## config.mk

```make
export PLATFORM = sky130hd
export DESIGN_NAME = fetch_latch
export DESIGN_NICKNAME = d
export VERILOG_FILES = /design/src/rtl/fetch_latch_pkg.sv /design/src/rtl/fetch_latch.sv
export SDC_FILE = /design/constraint.sdc
export NUM_CORES = 1
export LEC_CHECK = 0
export ABC_AREA = 0
export ABC_CLOCK_PERIOD_IN_PS = 3400
export BUFFER_PORTS_ARGS = -buffer_cell sky130_fd_sc_hd__clkbuf_2
export CAP_MARGIN = 25
export CELL_PAD_IN_SITES_DETAIL_PLACEMENT = 1
export CELL_PAD_IN_SITES_GLOBAL_PLACEMENT = 1
export CORE_AREA = 3 3 139 154
export DETAILED_ROUTE_END_ITERATION = 10
export DIE_AREA = 0 0 142 157
export GPL_TIMING_DRIVEN = 0
export MAX_ROUTING_LAYER = met4
export PLACE_DENSITY_LB_ADDON = 0.3
export SYNTH_ARGS = -nofsm -noshare
export SYNTH_HDL_FRONTEND = slang
export SYNTH_SLANG_ARGS = --single-unit
export TNS_END_PERCENT = 30
```

## constraint.sdc

```tcl
create_clock -name CLK -period 3.4 [get_ports CLK]
set_clock_uncertainty 0.05 [all_clocks]
set_input_delay 0.68 -clock CLK [delete_from_list [all_inputs] [get_ports CLK]]
set_output_delay 0.68 -clock CLK [all_outputs]
set_load 0.05 [all_outputs]
```

## src/rtl/fetch_latch_pkg.sv

```systemverilog
// Shared types for the instruction-fetch stage: state encoding,
// the IF/ID register layout and the default NOP word.
package fetch_latch_pkg;

  typedef logic [31:0] word_t;

  typedef enum logic [1:0] {
    FETCH  = 2'd0,
    HOLD   = 2'd1,
    HALTED = 2'd2
  } fetch_state_t;

  localparam word_t NOP = 32'h0000_0000;

  typedef struct packed {
    logic  valid;
    word_t instr;
    word_t pc;
    word_t npc;
  } ifid_t;

  // Sequential PC; wraps naturally at the top of the 32-bit space.
  function automatic word_t next_pc(input word_t pc);
    return pc + 32'd4;
  endfunction

endpackage

```

## src/rtl/fetch_latch.sv

```systemverilog
// Instruction-fetch stage: issues imem reads at the current PC, gates the
// PC stage, and loads the IF/ID register. A one-entry hold buffer parks a
// fetched instruction while decode is stalled.
//
// state  | meaning
// FETCH  | reading imem at pcout; loads IF/ID or parks into hold buffer
// HOLD   | instruction parked, waiting for decode to release the stall
// HALTED | halt seen; no fetches, no PC updates until reset
module fetch_latch
  import fetch_latch_pkg::*;
#(
  parameter word_t NOP_INSTR = NOP
) (
  input  logic        CLK,
  input  logic        RST,
  input  logic [31:0] pcout,
  input  logic        ihit,
  input  logic [31:0] imemload,
  input  logic        id_stall,
  input  logic        flush,
  input  logic        halt,
  output logic        imemREN,
  output logic [31:0] imemaddr,
  output logic        pcenable,
  output logic        if_valid,
  output logic [31:0] if_instr,
  output logic [31:0] if_pc,
  output logic [31:0] if_npc
);

  fetch_state_t state;
  ifid_t        ifid;
  ifid_t        hold;

  // Memory request and PC-advance enable; forced quiet in reset and halt.
  always_comb begin
    imemaddr = pcout;
    imemREN  = 1'b0;
    pcenable = 1'b0;
    if (!RST && state != HALTED && !halt) begin
      imemREN = (state == FETCH);
      if (flush)
        pcenable = 1'b1;          // let the PC stage take the redirect target
      else if (state == FETCH)
        pcenable = ihit;
    end
  end

  // Fetch FSM with IF/ID register and hold buffer.
  always_ff @(posedge CLK) begin
    if (RST) begin
      state <= FETCH;
      ifid  <= '{valid: 1'b0, instr: NOP_INSTR, pc: '0, npc: '0};
      hold  <= '{valid: 1'b0, instr: NOP_INSTR, pc: '0, npc: '0};
    end else if (state == HALTED) begin
      state <= HALTED;
    end else if (halt) begin
      state       <= HALTED;
      ifid.valid  <= 1'b0;
      ifid.instr  <= NOP_INSTR;
      hold.valid  <= 1'b0;
    end else if (flush) begin
      // Any same-cycle ihit and any parked instruction are discarded.
      state      <= FETCH;
      ifid       <= '{valid: 1'b0, instr: NOP_INSTR, pc: '0, npc: '0};
      hold.valid <= 1'b0;
    end else begin
      case (state)
        FETCH: begin
          if (ihit && !id_stall) begin
            ifid <= '{valid: 1'b1, instr: imemload, pc: pcout, npc: next_pc(pcout)};
          end else if (ihit && id_stall) begin
            hold  <= '{valid: 1'b1, instr: imemload, pc: pcout, npc: next_pc(pcout)};
            state <= HOLD;
          end else if (!id_stall) begin
            ifid.valid <= 1'b0;
            ifid.instr <= NOP_INSTR;
          end
        end
        HOLD: begin
          if (!id_stall) begin
            ifid       <= hold;
            hold.valid <= 1'b0;
            state      <= FETCH;
          end
        end
        default: state <= HALTED;
      endcase
    end
  end

  assign if_valid = ifid.valid;
  assign if_instr = ifid.instr;
  assign if_pc    = ifid.pc;
  assign if_npc   = ifid.npc;

endmodule
```

After elaboration in Yosys (flattened, before gate mapping)
Index checks and enable logic that the tools add are counted.

storage, ports and cells
  flip-flop bits (word level) = 196

operators by class
  bitwise gates (word level) = 4
  mux-type cells = 25
  add/subtract/negate cells = 1
  reduce and logical (&&, ||, !) cells = 17
  equality and inequality tests = 16

operators by type and width
  cell                                                    count
  two-way mux 97 bit                                      4
  case mux 97 bit (2 select lines)                        1
  two-way mux 33 bit                                      4
  two-way mux 64 bit                                      1
  adder 32 x 3 -> 32 bit (second input constant)          1
  inequality test 5 bit (second input constant)           3
  AND reduction 5 bit                                     3
  two-way mux 2 bit                                       6
  inequality test 4 bit (second input constant)           2
  two-way mux 1 bit                                       7
  inequality test 2 bit (second input constant)           3
  AND reduction 3 bit                                     2
  AND reduction 6 bit                                     1
  inequality test 5 x 3 -> 1 bit (second input constant)  1
  inequality test 5 x 4 -> 1 bit (second input constant)  1
  logical AND 1 bit                                       4
  inequality test 4 x 3 -> 1 bit (second input constant)  1
  inverter 1 bit                                          4
  case mux 2 bit (2 select lines)                         1
  nonzero test 4 bit                                      1
  OR reduction 4 bit                                      1
  logical NOT 1 bit                                       3
  inequality test 3 x 2 -> 1 bit (second input constant)  1
  inequality test 3 bit (second input constant)           1
  other kinds (6)                                         6

Depth between registers and ports, before layout
  depth after elaboration = 7
  depth in mapped cells = 8

Worst setup path before layout
Ideal clock, no wire load.

  path type = input-to-output
  start point = input port flush
  end point = output port pcenable
  buffers on the path = 2
  stages on the path = 4
  setup slack = -0.863 ns
  arrival time = 3.533 ns
  required time = 2.670 ns
  path through = buf_2 -> clkbuf_1 -> a21oi_1 -> a2111oi_0

on the way
  word-level cells in the longest chain between the ends = 2

RTL lines
  element            line               text
  from (decl)        fetch_latch.sv:20  input logic flush,
  two-way mux 1 bit  fetch_latch.sv:42  if (flush)
  two-way mux 1 bit  fetch_latch.sv:40  if (!RST && state != HALTED && !halt) begin
  to (decl)          fetch_latch.sv:24  output logic pcenable,

No other way between the ends.

Final worst setup path
Same ends and word-level chain as after synthesis.

==> reports/results.txt <==
Status - complete, no violations
CTS Buffer Depth - 2
DR DRC count - 0
Gr usage total - 25.6%
Die Ht - 157 um
Design Area, Final - 0.0104 sq mm
Die Area - 0.0223 sq mm
Synth top area cells - dfxtp_1, a21oi_1, nand2_1
Highest clock rate - 351 MHz
Synth Register Bits - 192
TNS Setup - 0 ns
CP max stage cell - clkbuf_1
R2r startpoint - state[1]
Post-Route Utilization - 52.2%
Hold_buf cts - 0
Top Ports - 201
Worst min path class - input port to flip-flop
Static leakage - 4.32 nW
Actual slew at the worst max-slew pin - 0.794 ns
Final Hold Violating Endpoints - 0
R2r setup slk - 0.93 ns
Yosys warning count - 0
Setup violators final - 0
Num CTS Buffers - 17
Min cycle time layout - 2.85 ns
Cells along the critical path - buf_2 -> clkbuf_1 -> a21oi_1 -> a2111oi_2 -> clkbuf_2
# Max-Cap Violations - 0
Worst Path Arrival - 2.12 ns
H-Tree Depth - 4
FF-to-FF End - hold[86]
Drt first-iter violations - 470
R2R depth - 7
Antenna diodes - 0
Critical setup path kind - input port to primary output
RSZ-0062 raised after global routing - no
Clock Sinks - 192
FILL cells - 2469
Area share of the largest cell type after synthesis - 45.2%
Row count - 54
WHS Path Cells - 3
Post-route ant nets - 0
Root Driver - clkbuf_16
Leading area contributor after synthesis - dfxtp_1
Mapped cell area - 0.00850 sq mm
Number of global-route vias before repair - 8322
GP Congestion - 0.852
Die W - 142 um
First-pass GRT wire length - 44.3 mm
Initial antenna violation count - 0
Routed len/inst - 18.8 um
Register area share after synthesis - 45.2%
Period utilization - 83.7%
Pin count of the biggest net entering global routing - 18
Clock-pin slew on the worst setup and hold paths - 0.07 ns
Grt total ovfl - 0
Syn nets - 1082
# nets final - 1293
Post-synth EDFFs - 0
Post-CTS sizing - 0
Via count - 8134
Share of post-route cells with drive strength above 1 - 25.3%
Gate Count Post-Synth - 1011
Clk_lat worst skew - 0.45 ns
Hold_sp - imemload[6]
PwrDens - 492 mW/mm^2
Avg Synthesized Cell Area - 8.40 sq um
Peak supply drop - 0.374 mV
Setup repair bufs after CTS - 0
WP data required - 2.67 ns
Commonest cells post-synth - dfxtp_1, nand2_1, a21oi_1
Pre-CTS setup slack - 0.580 ns
Worst-path fanout max - 10
CP Launch Type - input port
Buffers on Ports - 192
Initial core utilization - 42.6%
Post-Route WL - 27.9 mm
CTS tree - yes
Hold EP - hold[70]
Cell variety after synth - 49
CP peak stage delay - 0.52 ns
Top FF cell, synth - dfxtp_1
Crit path capture type - primary output
Asr flop ratio synth - 0%
Area grow syn2layout - 22.4%
Total core area - 0.0199 sq mm
Slew Viols, Final - 0
Dpl cell area - 0.00978 sq mm
Max-slew headroom - 46.9%
Count leader, synth - dfxtp_1
DR vias/cell - 5.47
Dpl hpwl - 20.4 mm
Pre-antenna DRT Iters - 4
Setup ws final - 0.553 ns
[cell families (layout without fill, tap and decap cells)]
| kind of cell | count (synthesis) | count (layout) | share of synthesized area (%) |
|---|---|---|---|
| adder cells (fa/ha/maj) | 1 | 1 | 0.147 |
| flip-flops | 192 | 192 | 45.2 |
| AO/OA/AOI/OAI | 266 | 266 | 20.4 |
| AND/OR/NAND/NOR | 366 | 366 | 19.9 |
| buffers and inverters | 127 | 351 | 7.78 |
| multiplexers | 33 | 33 | 3.89 |
| XOR/XNOR | 26 | 26 | 2.68 |
[cell type report]
type | instances | area (sq um) | share of cell area, %
buffer | 123 | 646 | 6.21
clock buffer | 18 | 439 | 4.22
clock inverter | 14 | 180 | 1.73
inverter | 4 | 15.0 | 0.144
multi-input combinational | 692 | 4000 | 38.4
sequential | 192 | 3840 | 37.0
tap | 252 | 315 | 3.03
timing repair buffer | 192 | 961 | 9.24
[metrics by stage]
stage / hold slack, ns / power [mW] / std cells
3_5_place_dp: 0.399 / 3.01 / 1455
5_1_grt: 0.415 / 5.29 / 1487
3_3_place_gp: 0.391 / 3.00 / 1455
2_1_floorplan: 0.386 / 2.80 / 1011
6_report: 0.405 / 5.11 / 1487
4_1_cts: 0.409 / 5.13 / 1487
[cell usage in the layout, fill, tap and decap left out, types with 7 or more instances in the layout]
cell type	n
buf_2	27
xnor2_1	18
nand4_1	7
nand2_1	148
clkbuf_1	58
dfxtp_1	192
nor3_1	44
a22oi_1	32
a211oi_1	20
mux2i_1	33
o21ai_0	16
clkbuf_16	17
a21oi_1	118
xor2_1	8
nor2_1	115
nand3_1	9
a32oi_1	9
buf_4	36
clkbuf_2	192
and4_1	9
a22o_1	33
o21ai_1	8
[worst max path at each step]
stage,startpoint,to,slack (ns),depth (start not counted)
finish,flush,pcenable,0.55,5
detailed placement,flush,pcenable,0.58,5
global route,flush,pcenable,0.51,5
global placement,flush,pcenable,0.59,5
floorplan,RST,imemREN,0.21,3
CTS,flush,pcenable,0.58,5
[per-layer routing]
metal,wire (um),up-vias,global-route usage [%]
li1,-,3944,-
met1,12500,3950,31.7
met2,14000,209,44.0
met3,998,31,3.52
met4,438,0,6.49
met5,0,-,-
[report_power, final]
group          internal, mW  switching [mW]  total, mW
Sequential             2.29          0.0258       2.32
Combinational         0.181           0.463      0.644
Clock                  1.19           0.962       2.15
Total                  3.66            1.45       5.11
[critical path, delay by kind of cell]
family / cells / cell delay [ns]
buffers and inverters: 3 / 1.09
AOI/OAI and AO/OA: 2 / 0.33
[sequential cells by signal, summed over array words and instances, names as in the netlist]
signal and count:
if_instr 32, if_valid 1, hold 95, if_pc 32, state 2, if_npc 30
(Power assumes the default switching activity.)
